## config.mk

```make
export PLATFORM = sky130hd
export DESIGN_NAME = drm_stream_link_fifo
export DESIGN_NICKNAME = d
export VERILOG_FILES = /design/src/rtl/drm_stream_link_fifo.sv
export SDC_FILE = /design/constraint.sdc
export NUM_CORES = 1
export LEC_CHECK = 0
export ABC_AREA = 1
export CORE_MARGIN = 5
export CORE_UTILIZATION = 55
export DETAILED_ROUTE_END_ITERATION = 10
export PLACE_DENSITY = 0.88
export SLEW_MARGIN = 25
export SYNTH_ARGS = -nofsm -noshare
export SYNTH_HDL_FRONTEND = slang
export SYNTH_SLANG_ARGS = --single-unit
```

## constraint.sdc

```tcl
create_clock -name ap_clk -period 8.73 [get_ports ap_clk]
set_clock_uncertainty 0.1 [all_clocks]
set_input_delay 2.1825 -clock ap_clk [delete_from_list [all_inputs] [get_ports ap_clk]]
set_output_delay 2.1825 -clock ap_clk [all_outputs]
set_load 0.02 [all_outputs]
```

## src/rtl/drm_stream_link_fifo.sv

```systemverilog
// Bidirectional registered AXI4-Stream FIFO pair between DRM controller and activator.
// Optional DRM_LINK_STATS_EN adds saturating per-direction pop counters.
module drm_link_fifo #(
    parameter int W = 32,
    parameter int D = 4
) (
    input  logic                   clk,
    input  logic                   rst,
    input  logic                   s_tvalid,
    output logic                   s_tready,
    input  logic [W-1:0]           s_tdata,
    output logic                   m_tvalid,
    input  logic                   m_tready,
    output logic [W-1:0]           m_tdata,
    output logic [$clog2(D+1)-1:0] level
);
    localparam int AW = $clog2(D);
    localparam int LW = $clog2(D+1);

    logic [W-1:0]  mem [D];
    logic [AW-1:0] wp;
    logic [AW-1:0] rp;
    logic [AW-1:0] rp_nx;
    logic [LW-1:0] lvl;
    logic [LW-1:0] lvl_nx;
    logic          push;
    logic          pop;

    assign push  = s_tvalid && s_tready;
    assign pop   = m_tvalid && m_tready;
    assign level = lvl;

    always_comb begin
        rp_nx  = rp + AW'(pop);
        lvl_nx = lvl + LW'(push) - LW'(pop);
    end

    always_ff @(posedge clk) begin
        if (push) mem[wp] <= s_tdata;
    end

    // Head register: when the next head is the slot being written this
    // cycle, take it straight from the input instead of the array.
    always_ff @(posedge clk or posedge rst) begin
        if (rst) begin
            wp       <= '0;
            rp       <= '0;
            lvl      <= '0;
            s_tready <= 1'b0;
            m_tvalid <= 1'b0;
            m_tdata  <= '0;
        end else begin
            if (push) wp <= wp + AW'(1);
            rp       <= rp_nx;
            lvl      <= lvl_nx;
            s_tready <= (lvl_nx < LW'(D));
            m_tvalid <= (lvl_nx != '0);
            if (lvl_nx != '0)
                m_tdata <= (push && rp_nx == wp) ? s_tdata : mem[rp_nx];
        end
    end
endmodule

module drm_stream_link_fifo #(
    parameter int C_DATA_WIDTH = 32,
    parameter int C_DEPTH      = 4,
    localparam int LW          = $clog2(C_DEPTH+1)
) (
    input  logic                    ap_clk,
    input  logic                    ap_rst,
    input  logic                    s_dn_tvalid,
    output logic                    s_dn_tready,
    input  logic [C_DATA_WIDTH-1:0] s_dn_tdata,
    output logic                    m_dn_tvalid,
    input  logic                    m_dn_tready,
    output logic [C_DATA_WIDTH-1:0] m_dn_tdata,
    input  logic                    s_up_tvalid,
    output logic                    s_up_tready,
    input  logic [C_DATA_WIDTH-1:0] s_up_tdata,
    output logic                    m_up_tvalid,
    input  logic                    m_up_tready,
    output logic [C_DATA_WIDTH-1:0] m_up_tdata,
    output logic [LW-1:0]           dn_level,
    output logic [LW-1:0]           up_level
`ifdef DRM_LINK_STATS_EN
    ,
    output logic [31:0]             dn_words,
    output logic [31:0]             up_words
`endif
);
    drm_link_fifo #(.W(C_DATA_WIDTH), .D(C_DEPTH)) u_dn (
        .clk      (ap_clk),
        .rst      (ap_rst),
        .s_tvalid (s_dn_tvalid),
        .s_tready (s_dn_tready),
        .s_tdata  (s_dn_tdata),
        .m_tvalid (m_dn_tvalid),
        .m_tready (m_dn_tready),
        .m_tdata  (m_dn_tdata),
        .level    (dn_level)
    );

    drm_link_fifo #(.W(C_DATA_WIDTH), .D(C_DEPTH)) u_up (
        .clk      (ap_clk),
        .rst      (ap_rst),
        .s_tvalid (s_up_tvalid),
        .s_tready (s_up_tready),
        .s_tdata  (s_up_tdata),
        .m_tvalid (m_up_tvalid),
        .m_tready (m_up_tready),
        .m_tdata  (m_up_tdata),
        .level    (up_level)
    );

`ifdef DRM_LINK_STATS_EN
    always_ff @(posedge ap_clk or posedge ap_rst) begin
        if (ap_rst) begin
            dn_words <= '0;
            up_words <= '0;
        end else begin
            if (m_dn_tvalid && m_dn_tready && dn_words != '1)
                dn_words <= dn_words + 32'd1;
            if (m_up_tvalid && m_up_tready && up_words != '1)
                up_words <= up_words + 32'd1;
        end
    end
`endif
endmodule
```

Yosys cells after proc, flatten, opt, wreduce, memory -nomap -nowiden
Memories as Yosys holds them, arrays and structs flattened. A register that Yosys moved wholly into a read port is not among the register bits. Cells that the tools add are included.

Memories kept: 2. Register bits: 18. Input bits: 70. RAM bits: 256.

Memory list: u_dn.mem (depth 4, width 32, read ports 1, clocked after Yosys merged registers in 1, wr ports 1, RTL line 20) `logic [W-1:0] mem [D];`; u_up.mem (depth 4, width 32, read ports 1, clocked after Yosys merged registers in 1, wr ports 1, RTL line 20).

Order comparisons: 2. Multiplexer cells: 4. Reductions and logical operators: 6. Add/subtract/negate cells: 8.

Operator list (count): 3-bit by 1-bit adder with 3-bit output (2); 3-bit < comparator (second input constant) (2); 3-bit nonzero test (2); 3-bit by 1-bit subtractor with 3-bit output (2); 2-bit by 1-bit adder with 2-bit output (2); 2-bit by 1-bit adder with 2-bit output (second input constant) (2); 1-bit logical AND (4); 1-bit 2-to-1 mux (4).

Logic depth before layout (Yosys ltp)
Gate-level depths: netlist of the first run.

Word-level depth: 4. Depth in mapped cells: 14. Depth with buffers taken out: 12.

By module
Synthesis of the first run repeated with hierarchy kept, for this count alone.

Cells, all modules: 1360. Area, all modules: 14569.0 µm².

By module, submodules not included: drm_link_fifo (instances 2, cells each 680, area each 7284.5 µm²).

Worst setup path after synthesis of the first run
No wires, ideal clock.

Path kind: input to register. Start point: in s_dn_tvalid. End point: mem u_dn.mem[0][0], enable pin. Stages: 2. Arrival time: 3.717 ns. Path slack: 4.492 ns. Library setup time: 0.421 ns. Data required time: 8.209 ns. Path through: nand2_1 nor2_1.

Word-level cells in the longest chain between the ends: 3.

RTL lines: start: declaration (RTL line 71) `input logic s_dn_tvalid,`; 1-bit logical AND (RTL line 29) `assign push = s_tvalid && s_tready;`; 1-bit 2-to-1 mux (RTL line 39) `if (push) mem[wp] <= s_tdata;`; 1-bit 2-to-1 mux (not written as such) (RTL line 39); end: declaration (RTL line 20).

Every way passes these cells.

Worst setup path in the final report of the first run
Start point: in m_up_tready. End point: reg u_up.m_tdata[12] (read register of u_up.mem).

Word-level cells in the longest chain between the ends: 3. Elaborated cells between the ends (all ways): 4. Those cells by class: 2 x add/sub; 2 x reduce/logical.

RTL lines: start: declaration (RTL line 81) `input logic m_up_tready,`; 1-bit logical AND (RTL line 30) `assign pop = m_tvalid && m_tready;`; 3-bit by 1-bit subtractor with 3-bit output (RTL line 35) `lvl_nx = lvl + LW'(push) - LW'(pop);`; named net u_up.lvl_nx[1] (RTL line 25) `logic [LW-1:0] lvl_nx;`; 3-bit nonzero test (RTL line 58) `if (lvl_nx != '0)`; end: declaration (RTL line 14) `output logic [W-1:0] m_tdata,`.

The timed path passes the listed nets, and every way through them passes these cells. A chain may end at the register's enable or synchronous reset.

==> metrics.cfg, run 1 <==
[cells_and_area]
antenna_cells=0
design_area_um2=17500
synthToLayoutAreaGrowth_pct=19.3
nets=1634
final_common_cell=nand2_1
layout_common_cells=nand2_1 (344), edfxtp_1 (256), inv_1 (159)
fillers=1800
drive_gt1_frac=0.0615

[global_routing]
gr-usage-all-layers=0.242
grt_start_max_net_pins=132
gr-total-overflow=0
antenna_found_initial=3
grt_pass1_wl_um=58900
grt_pass1_vias=11326

[placed_design]
io_buffer_count=143
dp_slack_ps=2930
place_area_um2=16300
hpwl_um=21100
routabilityCongestion=0.812

[setup_path]
path_cells=clkdlybuf4s50_1, nand2_1, inv_1, ha_1, inv_1, ha_1, inv_1, fa_1, inv_1, nor2_2, buf_4, nand3_1, buf_4, nand3_1, nand2_1
start_kind=input pin
worstPathArrival_ps=5600
max_stage_delay_ps=670
crit_fanout=33
worstSetupPathType=input pin to flop
path_common_cell=inv_1
cp.required_ps=9030
cp_slowest_cell=nand3_1
worst_setup_path_end_kind=flop

[logic_synthesis]
syn_area_um2=14700
synth_area_per_cell_um2=10.3
syn_nets=1512
synth_enable_flop_cells=256
synth_top_area_share=0.525
synth_top_cells_by_area=edfxtp_1 (52%), dfrtp_1 (14%), nand2_1 (8.8%)
synth-seq-cells=338
yosysTopAreaCell=edfxtp_1
postSynthCellCount=1426
synth_cell_types=26
yosysWarnings=0
synthArstFlopShare=0.243
synth_flop_cell=edfxtp_1
yosysSeqAreaShare=0.665

[detailed_routing]
drtIter0Drc=1596
drc_errors=0
wl_um=37100
vias_per_cell=5.78
ant_nets=0
via_count=11041
avgRoutedWirePerCell_um=19.4
drtPass1Iterations=7

[timing]
rsz0062_at_grt=false
drv_slew=0
timing.fmax_ghz=0.189
worst_slew_pin_slew_ps=871
fin_setup_tns_ps=0
period_needed_ps=5300
slew_headroom=0.418
worst_slack_ps=3430
fin_crit_sh=0.607
hold_viol_final=0
setup_viol=0

[status]
status=finished clean

[worst_hold_path]
min_path_type=flop to flop

[clock_tree]
cts_sinks=338
clock_latency_ps=520
hold_buffers=0
cts_tree=done
path_clk_slew_ps=60
max-clock-path-buffers=3
post_cts_resized=0
post-cts-setup-buffers=0
cts_buffers=36
ctsRootBufferMaster=clkbuf_16
htree_levels=2

[power]
pwr_density_cell_nw_per_um2=412
p_leak_uw=0.00731
power_uw=7210
max-vdd-ir-drop_v=0.000856

[floorplanning]
dieArea_um2=30000
coreArea_um2=26100
ioPinCount=144
initial_core_util=0.561
die_w_um=173
fp-row-count=59
die_h_um=173

[run]
maxCapViolations=0

[kinds of logic (layout without fill, tap and decap cells)]
| logic type | count (synthesis) | count (layout) | synth area share |
|---|---|---|---|
| adders and majority gates | 16 | 16 | 0.0147 |
| buffers and inverters | 247 | 397 | 0.0710 |
| AOI/OAI and AO/OA | 130 | 130 | 0.0444 |
| and+or+nand+nor | 689 | 689 | 0.202 |
| DFF | 338 | 338 | 0.665 |
| xor gates and xnor gates | 6 | 6 | 0.00359 |
[metal layers]
layer / global-route usage / vias to the layer above / wire, um
met5: 0 / - / 46
met4: 0.0921 / 6 / 1210
met3: 0.0659 / 120 / 4420
met2: 0.406 / 739 / 18100
met1: 0.303 / 5186 / 13300
li1: - / 4990 / -
[critical path, delay by kind of cell]
family	cells	cell delay (ps)
simple gates	5	990
fa+ha+maj	3	840
buf+inv	7	1560
[stage by stage]
step	util	cells	hold WS, ps
CTS	0.668	1910	424
floorplan	-	1426	411
finish	0.669	1911	421
global placement	0.624	1844	396
global route	0.669	1911	457
detailed placement	0.624	1844	409
[cell type report]
class | count | area [um^2] | area share
multi-input combinational | 841 | 3920 | 0.224
timing repair buffer | 168 | 1640 | 0.0938
inverter | 163 | 613 | 0.0351
sequential | 338 | 9740 | 0.557
clock inverter | 17 | 166 | 0.00952
clock buffer | 49 | 981 | 0.0561
tap | 335 | 419 | 0.0240
[path summary, 6_finish.rpt]
check                                      start                to  slack [ps]  depth (start not counted)
worst max-delay path                 m_up_tready  u_up.m_tdata[12]        3430                         15
worst min register to register  u_dn.m_tdata[12]  u_dn.m_tdata[12]         420                          2
worst min-delay path            u_dn.m_tdata[12]  u_dn.m_tdata[12]         420                          2
worst max register to register     u_up.m_tvalid  u_up.m_tdata[12]        5080                         14
min in group asynchronous                 ap_rst   u_up.m_tdata[3]        2050                          2
max in group asynchronous                 ap_rst        u_dn.rp[0]        5350                          3
[state kept, by name, indices dropped and copies added, names as in the netlist]
register       cells
u_dn.mem         128
u_up.mem         128
u_dn.m_tdata      32
u_up.m_tdata      32
u_dn.level         3
u_up.level         3
u_dn.rp            2
u_dn.wp            2
u_up.rp            2
u_up.wp            2
u_dn.m_tvalid      1
u_dn.s_tready      1
u_up.m_tvalid      1
u_up.s_tready      1
[synth_stat cells (2+ instances only)]
cell      number
nor2_1       139
ha_1          14
clkbuf_1      23
xnor2_1        2
xor2_1         4
and2_1         2
buf_2         49
fa_1           2
o21ai_0      114
nand4_1       64
inv_2          2
nand2_1      344
edfxtp_1     256
clkbuf_2       3
buf_6          5
o21ai_1       16
buf_4          3
dfrtp_1       82
inv_1        161
nand3_1      134
nand2_2        2
[where the power goes]
group	leakage, uW	switching [uW]	internal (uW)
clock	0.000566	606	881
combinational	0.00348	2260	1080
sequential	0.00326	211	2160
total	0.00731	3080	4130
Power figures use the tool's default switching activity.
==> run 2: changes to the inputs <==
--- a/config.mk
+++ b/config.mk
@@ -7,7 +7,7 @@
 export LEC_CHECK = 0
 export ABC_AREA = 1
 export CORE_MARGIN = 5
-export CORE_UTILIZATION = 55
+export CORE_UTILIZATION = 52
 export DETAILED_ROUTE_END_ITERATION = 10
 export PLACE_DENSITY = 0.88
 export SLEW_MARGIN = 25
==> constraint.sdc (replaced) <==
create_clock -name ap_clk -period 4.4 [get_ports ap_clk]
set_clock_uncertainty 0.1 [all_clocks]
set_input_delay 1.1 -clock ap_clk [delete_from_list [all_inputs] [get_ports ap_clk]]
set_output_delay 1.1 -clock ap_clk [all_outputs]
set_load 0.02 [all_outputs]
==> run 2 against run 1 <==
Effect of this change: core utilization down 3.1 points; design area up 1.4%; hold slack worse by 15 ps; routed wire length up 0.54%; register-to-register slack worse by 3500 ps; critical path depth down 5; worst setup slack worse by 2400 ps; die area up 5.4%; combinational power up 100%; global-route usage down 0.63 points; cell count up 3.0%; non-clock buffer count up 15; critical path type unchanged; largest cell class unchanged; highest routed layer is now met4.
==> metrics.cfg, run 2 (synthesis gave the netlist of run 1 again) <==
[status]
status=finished clean

[timing]
timing.fmax_ghz=0.296
worst_slew_pin_slew_ps=827  ; -43.8 ps
setup_viol=0  ; unchanged
drv_slew=0  ; unchanged
fin_crit_sh=0.768
fin_setup_tns_ps=0  ; unchanged
period_needed_ps=3380
hold_viol_final=0  ; unchanged
slew_headroom=0.449  ; +0.0306
rsz0062_at_grt=false

[global_routing]
grt_pass1_wl_um=59100  ; +0.36%
grt_pass1_vias=11481  ; +1.4%
grt_start_max_net_pins=74  ; -44%
gr-usage-all-layers=0.236  ; -0.00626
gr-total-overflow=0  ; unchanged
antenna_found_initial=0  ; -3

[power]
max-vdd-ir-drop_v=0.000608  ; -29%
pwr_density_cell_nw_per_um2=821  ; +99%
p_leak_uw=0.00742  ; +1.5%

[cells_and_area]
final_common_cell=nand2_1
drive_gt1_frac=0.0755  ; +0.0140
reg_top3=u_dn.mem (128), u_up.mem (128)
design_area_um2=17700  ; +1.4%
nets=1648  ; +0.86%
synthToLayoutAreaGrowth_pct=20.9
layout_common_cells=nand2_1 (344), edfxtp_1 (256), inv_1 (159)

[placed_design]
routabilityCongestion=0.851  ; +4.8%
io_buffer_count=143  ; unchanged
hpwl_um=21600  ; +2.0%
place_area_um2=16500  ; +1.2%

[clock_tree]
path_clk_slew_ps=60  ; about the same
clock_latency_ps=520  ; about the same
ctsRootBufferMaster=clkbuf_16
cts_buffers=35  ; -2.8%
post-cts-setup-buffers=0  ; unchanged
cts_tree=done
htree_levels=2  ; unchanged
cts_sinks=338  ; unchanged
post_cts_resized=0  ; unchanged
hold_buffers=0  ; unchanged
max-clock-path-buffers=3  ; unchanged

[setup_path]
worst_setup_path_end_kind=flop
r2r_cells=9  ; -5
r2r-start=u_up.m_tvalid
max_stage_delay_ps=610  ; -60 ps
path_common_cell=nand2_1
worstPathArrival_ps=3720  ; -1880 ps
crit_fanout=59  ; +79%
cp-startpoint=m_up_tready
path_cells=clkdlybuf4s50_1, nand2_1, inv_1, ha_4, nor2_1, nor2_4, nand3_4, nand2_1, nand3_1, nand2_1
cp.required_ps=4740  ; -4290 ps
start_kind=input pin
worstSetupPathType=input pin to flop
r2r_setup_slack_ps=1630  ; -3450 ps
cp_slowest_cell=ha_4

[detailed_routing]
via_count=11176  ; +1.2%
drtIter0Drc=1496  ; -6.3%
ant_nets=0  ; unchanged
wl_um=37300  ; +0.54%
drc_errors=0  ; unchanged
drtPass1Iterations=5  ; -2
avgRoutedWirePerCell_um=19.0  ; -2.4%
vias_per_cell=5.68  ; -1.7%

[worst_hold_path]
whs_path_depth=2  ; unchanged
hold_start=u_up.m_tdata[19]
min_path_type=flop to flop

[floorplanning]
ioPinCount=144  ; unchanged
fp-row-count=61  ; +3.4%
dieArea_um2=31600  ; +5.4%
die_w_um=178  ; +2.7%
initial_core_util=0.527  ; -0.0333
coreArea_um2=27800  ; +6.3%
die_h_um=178  ; +2.7%

[run]
maxCapViolations=0  ; unchanged

[run 2: cell types whose count changed in the layout (fill, tap and decap cells not counted), moves of 2 or more]
cell | previous run | this run
buf_12 | 0 | 2
buf_4 | 24 | 38
clkbuf_1 | 11 | 2
clkbuf_8 | 1 | 3
clkinv_2 | 8 | 11
clkinv_4 | 0 | 3
inv_6 | 3 | 0
[run 2: worst max-delay path: cells and delay by family]
family | cells | cell delay [ps]
adders and majority gates | 1 | 610
and+or+nand+nor | 7 | 1510
buffers and inverters | 2 | 480
[run 2: stage by stage]
stage / util / worst slack (ps) / instances / hold slack, ps / total power (uW)
3_3_place_gp: 0.594 / 724 / 1903 / 394 / 11000
6_report: 0.638 / 1020 / 1968 / 407 / 14500
5_1_grt: 0.637 / 873 / 1967 / 450 / 15400
3_5_place_dp: 0.594 / 562 / 1903 / 393 / 11300
2_1_floorplan: - / 1090 / 1426 / 411 / 9020
4_1_cts: 0.637 / 1100 / 1967 / 412 / 14500
[run 2: area by class of cell]
class,count,area (um^2)
multi-input combinational,841,3910
clock inverter,23,265
clock buffer,41,950
antenna,1,2.50
inverter,163,613
tap,378,473
sequential,338,9740
fill,1956,10100
timing repair buffer,183,1760
[run 2: worst paths after layout]
kind	end
worst max-delay path	u_up.m_tdata[15]
max in group asynchronous	u_dn.m_tdata[17]
worst min register to register	u_up.m_tdata[19]
min in group asynchronous	u_up.m_tdata[8]
worst max register to register	u_up.m_tdata[15]
worst min-delay path	u_up.m_tdata[19]
[run 2: where the power goes]
part           internal, uW  switching, uW  total, uW
clock network          1810           1260       3070
logic                  2260           4530       6780
registers              4290            393       4680
[run 2: metal layers]
metal	routed length, um	vias to the layer above	share of wire	track usage
li1	-	5019	-	-
met1	13500	5282	0.36	0.287
met2	18700	734	0.50	0.408
met3	3920	141	0.10	0.0522
met4	1260	0	0.034	0.0960
met5	0	-	0	0
